File: config.mk
export PLATFORM = sky130hd
export DESIGN_NAME = enable_arbiter
export DESIGN_NICKNAME = d
export VERILOG_FILES = /design/src/rtl/enable_arbiter.sv
export SDC_FILE = /design/constraint.sdc
export NUM_CORES = 1
export LEC_CHECK = 0
export CAP_MARGIN = 20
export CELL_PAD_IN_SITES_DETAIL_PLACEMENT = 1
export CELL_PAD_IN_SITES_GLOBAL_PLACEMENT = 1
export CORE_MARGIN = 10
export CORE_UTILIZATION = 34
export DETAILED_ROUTE_END_ITERATION = 8
export PLACE_DENSITY = 0.85
export REMOVE_ABC_BUFFERS = 1
export SYNTH_ARGS = -nofsm -noshare
export SYNTH_HDL_FRONTEND = slang
export SYNTH_SLANG_ARGS = --single-unit
export TNS_END_PERCENT = 100
File: constraint.sdc
create_clock -name clk -period 1.8 [get_ports clk]
set_input_delay 0.54 -clock clk [delete_from_list [all_inputs] [get_ports clk]]
set_output_delay 0.54 -clock clk [all_outputs]
set_load 0.02 [all_outputs]
File: src/rtl/enable_arbiter.sv
// rtl/enable_arbiter.sv - two-requester round-robin scheduler driving a gated 4-bit channel
module enable_arbiter #(
  parameter int WIDTH    = 4,
  parameter int MAX_HOLD = 4
) (
  input  logic             clk,
  input  logic             rst_n,
  input  logic             req_a,
  input  logic             req_b,
  input  logic [WIDTH-1:0] data_a,
  input  logic [WIDTH-1:0] data_b,
  output logic             gnt_a,
  output logic             gnt_b,
  output logic             enab,
  output logic [WIDTH-1:0] y_a,
  output logic [WIDTH-1:0] y_b
);

  localparam int HW = (MAX_HOLD > 1) ? $clog2(MAX_HOLD) : 1;
  localparam logic [HW-1:0] HOLD_LAST = HW'(MAX_HOLD - 1);

  typedef enum logic [1:0] {IDLE, SERVE_A, SERVE_B} state_t;

  state_t          state;
  state_t          next_state;
  logic            last_b;
  logic [HW-1:0]   hold_cnt;

  always_comb begin
    next_state = state;
    case (state)
      IDLE: begin
        if (req_a && req_b)
          next_state = last_b ? SERVE_A : SERVE_B;
        else if (req_a)
          next_state = SERVE_A;
        else if (req_b)
          next_state = SERVE_B;
        else
          next_state = IDLE;
      end
      SERVE_A: begin
        if (!req_a)
          next_state = req_b ? SERVE_B : IDLE;
        else if (req_b && hold_cnt == HOLD_LAST)
          next_state = SERVE_B;
      end
      SERVE_B: begin
        if (!req_b)
          next_state = req_a ? SERVE_A : IDLE;
        else if (req_a && hold_cnt == HOLD_LAST)
          next_state = SERVE_A;
      end
      default: next_state = IDLE;
    endcase
  end

  // Outputs are registered from next_state so grant, enable and data move together.
  always_ff @(posedge clk or negedge rst_n) begin
    if (!rst_n) begin
      state    <= IDLE;
      last_b   <= 1'b1;
      hold_cnt <= '0;
      gnt_a    <= 1'b0;
      gnt_b    <= 1'b0;
      enab     <= 1'b0;
      y_a      <= '0;
      y_b      <= '0;
    end else begin
      state <= next_state;
      gnt_a <= (next_state == SERVE_A);
      gnt_b <= (next_state == SERVE_B);
      enab  <= (next_state != IDLE);
      y_a   <= (next_state == SERVE_A) ? data_a : '0;
      y_b   <= (next_state == SERVE_B) ? data_b : '0;
      if (next_state == IDLE) begin
        hold_cnt <= '0;
      end else if (next_state == state) begin
        hold_cnt <= (hold_cnt == HOLD_LAST) ? '0 : hold_cnt + HW'(1);
      end else begin
        hold_cnt <= '0;
        last_b   <= (next_state == SERVE_B);
      end
    end
  end

endmodule

==> flow_summary.yaml, run 1 <==
min_path:
  min_to: "hold_cnt[0]"
  hold_start: "hold_cnt[0]"
  min_path_cells: 1
  holdCritPathClass: "register to register"
yosys:
  synth_fa_ha_area_share_pct: 1.71
  yosysSeqAreaShare_pct: 55.0
  synth_area_leader_cell: "dfrtp_1"
  synth_top_area_share_pct: 51.4
  ys_warn_count: 0
  synth_xor_area_share_pct: 0
  synth.area.top_cells: "dfrtp_1, nor3b_2, nor3b_1, a221oi_4, dfstp_2"
  synthFlopType: "dfrtp_1"
  syn_area_sq_um: 731
  async_flop_share_pct: 100
  synth_common_cells: "dfrtp_1, nor2_1, nor3b_1, nor3b_2"
  synth_top_family_by_area: "simple AND/OR/NAND/NOR gates"
  synth.distinct_cells: 25
  yosysMostFrequentCell: "dfrtp_1"
  yosys.area_share.simple_pct: 22.3
  netlist_instances: 59
  muxShareOfSynthArea_pct: 1.37
  synth_compound_area_share_pct: 15.2
  synth_edf_count: 0
  avgSynthCellArea_sq_um: 12.4
  ys_seq_elements: 16
grt:
  grt_max_degree: 17
  grt_util_all_layers_pct: 8.80
  grt_pass1_vias: 599
  grt.overflow.total: 0
  antenna_found_initial: 0
  grt_pass1_wl_microns: 2850
die:
  design.die.area_sq_mm: 0.00440
  coreArea_sq_mm: 0.00200
  rows: 16
  die_y_microns: 66.4
  ios: 23
  start_util_pct: 36.5
  die_w_microns: 66.4
clocking:
  clock_latency_ns: 0.29
  cts_tree: "done"
  cts_buffers: 3
  postCtsSetupBuffers: 0
  cts-root-buf: "clkbuf_4"
  clock-sinks: 16
  ctsLongestPathBuffers: 2
  clk_pin_slew_ns: 0.08
  htreeDepth: 1
place:
  hpwlAfterDp_microns: 1370
  dp_slack_ns: 0.0831
  placed_cell_area_sq_um: 986
  io_buffers: 22
  place_congestion: 0.783
  dp_cells: 108
flow_run:
  cap_violations: 0
worst_setup_path:
  critPathBufInv: 1
  crit_path_top_delay_cell: "clkdlybuf4s50_1"
  worstPathArrival_ns: 1.22
  critPathKind: "register to output port"
  cp-start-kind: "register"
  endpoint_kind: "output port"
  crit_fanout: 1
  regToRegEndpoint: "y_b[1]"
  r2r_setup_slack_ns: 0.35
  max_stage_delay_ns: 0.61
  reg2regPathDepth: 4
  crit_chain: "clkdlybuf4s50_1"
  crit_family: "buffers and inverters"
  regToRegStartpoint: "hold_cnt[0]"
  required_ns: 1.26
  startpoint: "gnt_b"
final_layout:
  antenna_cells: 0
  instances_no_fill: 112
  drive_gt1_share_pct: 17.6
  nNetsFinal: 99
  final_area_sq_mm: 0.00104
  area_delta_synth_final_pct: 42.8
  fin_util_pct: 52.1
  fillCellCount: 217
timing:
  finalHoldWorstSlack_ns: 0.452
  fmax_mhz: 569
  tns_ns: 0
  slew_headroom_pct: 74.8
  drv_slew: 0
  finalCriticalPeriod_ns: 1.76
  finalSetupViolCount: 0
  rsz0062_at_grt: "no"
  skew_ns: 0.00613
  worst_pin_slew_ns: 0.378
  finalCritPeriodShare_pct: 97.7
  setup_ws_ns: 0.0412
  hold_viol: 0
detailed_routing:
  drtPass1Iterations: 4
  wl_microns: 1890
  wl_per_cell_microns: 16.9
  ant_nets: 0
  vias: 537
  routed_via_density: 4.79
  first_iter_violations: 6
  drc: 0
power_and_ir_drop:
  power_density_mw_per_mm2: 894
  ir_drop_mv: 0.469
  p_leak_nw: 0.572
  power_mw: 0.933
status:
  status: "finished, final reports clean"
[flip-flops by register name, indices dropped and copies added, names as in the netlist]
register,flops
y_a,4
y_b,4
hold_cnt,2
state,2
enab,1
gnt_a,1
gnt_b,1
last_b,1
[worst register-to-register path, cell delays in order, from the launching register on]
cell	delay (ns)
dfrtp_1	0.39
ha_1	0.23
nor2b_1	0.16
a221oi_4	0.44
nor3b_1	0.11
[logic make-up (layout without fill, tap and decap cells)]
kind of cell | count (synthesis) | after routing
flops | 16 | 16
mux | 1 | 1
compound gates | 11 | 11
buf+inv | 6 | 32
simple gates | 24 | 24
fa+ha+maj | 1 | 1
[cell type report]
cell class	count	area, sq um	area share, %
Sequential cell	16	402	38.5
Multi-Input combinational cell	37	297	28.4
Timing Repair Buffer	25	264	25.3
Clock buffer	4	36.3	3.48
Tap cell	27	33.8	3.24
Inverter	3	11.3	1.08
[where the power goes]
part	switching (mW)	internal, mW	total (mW)	leakage [nW]
Clock	0.109	0.123	0.233	0.0210
Sequential	0.0371	0.407	0.444	0.205
Combinational	0.132	0.124	0.257	0.345
Total	0.279	0.654	0.933	0.572
[metal layers]
layer | vias up | GRT usage [%] | wire [microns]
met3 | 5 | 4.58 | 85
li1 | 257 | - | -
met4 | 0 | 5.50 | 50
met2 | 18 | 13.9 | 960
met1 | 257 | 8.99 | 794
met5 | - | 0 | 0
[layout by cell type (no fill, tap or decap), drive strengths merged]
cell,instances
clkdlybuf4s50,12
dfrtp,15
nand3b,2
clkbuf,4
o21a,1
a221oi,1
nor3b,8
a21oi,2
buf,3
o22ai,1
dfstp,1
o21bai,1
a211oi,1
dlygate4sd2,1
o21ai,2
nor2,6
ha,1
nand2b,3
or3b,1
nand2,3
dlymetal6s2s,9
nor2b,1
a222oi,1
mux2i,1
o221a,1
inv,3
[what timing repair did]
action                                 CTS  global route
pin swaps                                0             0
hold buffers                             0             0
setup endpoints to repair                1             9
gates resized for setup                  1             9
endpoints found under the hold margin    0             0
[how the worst max path moves through the flow]
stage          endpoint  slack (ns)  cells after the start
2_1_floorplan      enab        0.38                      4
3_3_place_gp     y_b[1]        0.13                      4
3_5_place_dp     y_a[2]        0.08                      4
4_1_cts          y_a[3]       0.005                      1
5_1_grt           gnt_b      0.0006                      1
6_report          gnt_b        0.04                      1
Note: power is estimated with default switching activity, not from simulation.
==> run 2, diff against run 1 <==
--- a/config.mk
+++ b/config.mk
@@ -11,7 +11,7 @@
 export CORE_MARGIN = 10
 export CORE_UTILIZATION = 34
 export DETAILED_ROUTE_END_ITERATION = 8
-export PLACE_DENSITY = 0.85
+export PLACE_DENSITY = 0.77
 export REMOVE_ABC_BUFFERS = 1
 export SYNTH_ARGS = -nofsm -noshare
 export SYNTH_HDL_FRONTEND = slang
==> run 2 against run 1 <==
Against the previous run:
- sequential power about the same
- critical path depth did not move
- non-clock buffer count fell by 2
- via count shrank 0.19%
- final area decreased by 2.5%
- sequential share of layout area rose by 0.99 points
- routed wire length down 6.7%
- global-route usage decreased by 0.96 points
- critical endpoint is now y_a[1]
- largest cell class unchanged
- largest power group unchanged
==> flow_summary.yaml, run 2 (synthesis gave the netlist of run 1 again) <==
final_layout:
  final_area_sq_mm: 0.00102
  nNetsFinal: 97
  area_delta_synth_final_pct: 39.2
  fin_util_pct: 50.8
  multiInputGateArea_sq_um: 297
  instances_no_fill: 110
  fillCellCount: 216
  layout_common_cells: "dfrtp_1, clkdlybuf4s50_1, dlymetal6s2s_1"
  drive_gt1_share_pct: 14.5
  layout_commonest_cell: "dfrtp_1"
  reg.largest.list: "y_a: 4 flops, y_b: 4 flops"
  seq_area_sq_um: 402
  antenna_cells: 0
timing:
  rsz0062_at_grt: "no"
  skew_ns: 0.00395
  finalCritPeriodShare_pct: 97.3
  finalCriticalPeriod_ns: 1.75
  hold_viol: 0
  setup_ws_ns: 0.0482
  finalHoldWorstSlack_ns: 0.463
  finalSetupViolCount: 0
  worst_pin_slew_ns: 0.373
  drv_slew: 0
  tns_ns: 0
  slew_headroom_pct: 75.1
  fmax_mhz: 571
flow_run:
  cap_violations: 0
worst_setup_path:
  endpoint_kind: "output port"
  crit_chain: "clkdlybuf4s50_1"
  critPathKind: "register to output port"
  crit_fanout: 1
  crit_path_top_delay_cell: "clkdlybuf4s50_1"
  required_ns: 1.26
  crit_family: "buffers and inverters"
  worstPathArrival_ns: 1.21
  cp-start-kind: "register"
  max_stage_delay_ns: 0.60
  critPathBufInv: 1
die:
  rows: 16
  die_y_microns: 66.4
  ios: 23
  coreArea_sq_mm: 0.00200
  die_w_microns: 66.4
  design.die.area_sq_mm: 0.00440
  start_util_pct: 36.5
grt:
  grt.overflow.total: 0
  grt_pass1_wl_microns: 2680
  grt_pass1_vias: 558
  grt_util_all_layers_pct: 7.84
  antenna_found_initial: 0
  grt_max_degree: 17
min_path:
  holdCritPathClass: "register to register"
detailed_routing:
  first_iter_violations: 9
  ant_nets: 0
  wl_microns: 1760
  drtPass1Iterations: 4
  vias: 536
  wl_per_cell_microns: 16.0
  drc: 0
  routed_via_density: 4.87
clocking:
  cts-root-buf: "clkbuf_4"
  clk_pin_slew_ns: 0.08
  clock-sinks: 16
  clock_latency_ns: 0.28
  ctsLongestPathBuffers: 2
  cts_tree: "done"
  htreeDepth: 1
  cts.hold.buffers_added: 0
  cts_buffers: 3
place:
  place_congestion: 0.674
  hpwlAfterDp_microns: 1320
  io_buffers: 22
  placed_cell_area_sq_um: 971
  dp_cells: 106
  dp_slack_ns: -0.000976
power_and_ir_drop:
  p_leak_nw: 0.536
  ir_drop_mv: 0.466
  power_density_mw_per_mm2: 872
  power_mw: 0.887
status:
  status: "finished, final reports clean"
[run 2: cell types whose count changed in the layout (fill, tap and decap cells not counted), sizes merged]
cell / previous run / this run
buf: 3 / 1
clkdlybuf4s50: 12 / 14
dlymetal6s2s: 9 / 8
dlygate4sd2: 1 / 0
[run 2: layer usage]
| layer | global-route usage (%) | up-vias | wire (microns) |
|---|---|---|---|
| li1 | - | 255 | - |
| met5 | 0 | - | 0 |
| met2 | 12.7 | 14 | 969 |
| met4 | 4.71 | 0 | 26 |
| met1 | 8.91 | 265 | 675 |
| met3 | 2.20 | 2 | 92 |
[run 2: report_power, final]
| part | internal [mW] | switching, mW |
|---|---|---|
| Clock | 0.0859 | 0.104 |
| Combinational | 0.124 | 0.128 |
| Sequential | 0.407 | 0.0378 |
| Total | 0.617 | 0.270 |
[run 2: layout make-up]
cell class                 count  share of cell area [%]
inverter                       3                    1.11
clock buffer                   4                    2.58
tap                           27                    3.32
sequential                    16                    39.5
timing repair buffer          23                    24.4
multi-input combinational     37                    29.2
[run 2: final timing paths]
path | cells after the start | slack, ns | startpoint | end
setup / recovery | 1 | 0.05 | y_a[1] | y_a[1]
hold / removal | 1 | 0.46 | hold_cnt[0] | hold_cnt[0]
setup reg to reg | 4 | 0.21 | hold_cnt[0] | y_b[3]
hold reg to reg | 1 | 0.46 | hold_cnt[0] | hold_cnt[0]
max in group asynchronous | 2 | 0.98 | rst_n | last_b
min in group asynchronous | 2 | 0.57 | rst_n | gnt_a
[run 2: timing repair]
item | 4_1_cts | 5_1_grt
gates resized for setup | 0 | 8
endpoints found under the hold margin | 0 | 0
setup buffers | 0 | 0
setup endpoints to repair | 0 | 8
[run 2: worst reg2reg max path: stages, from the launching register on]
cell and delay (ns):
dfrtp_1 0.40, ha_1 0.31, nor2b_1 0.20, a221oi_4 0.43
nor3b_1 0.12
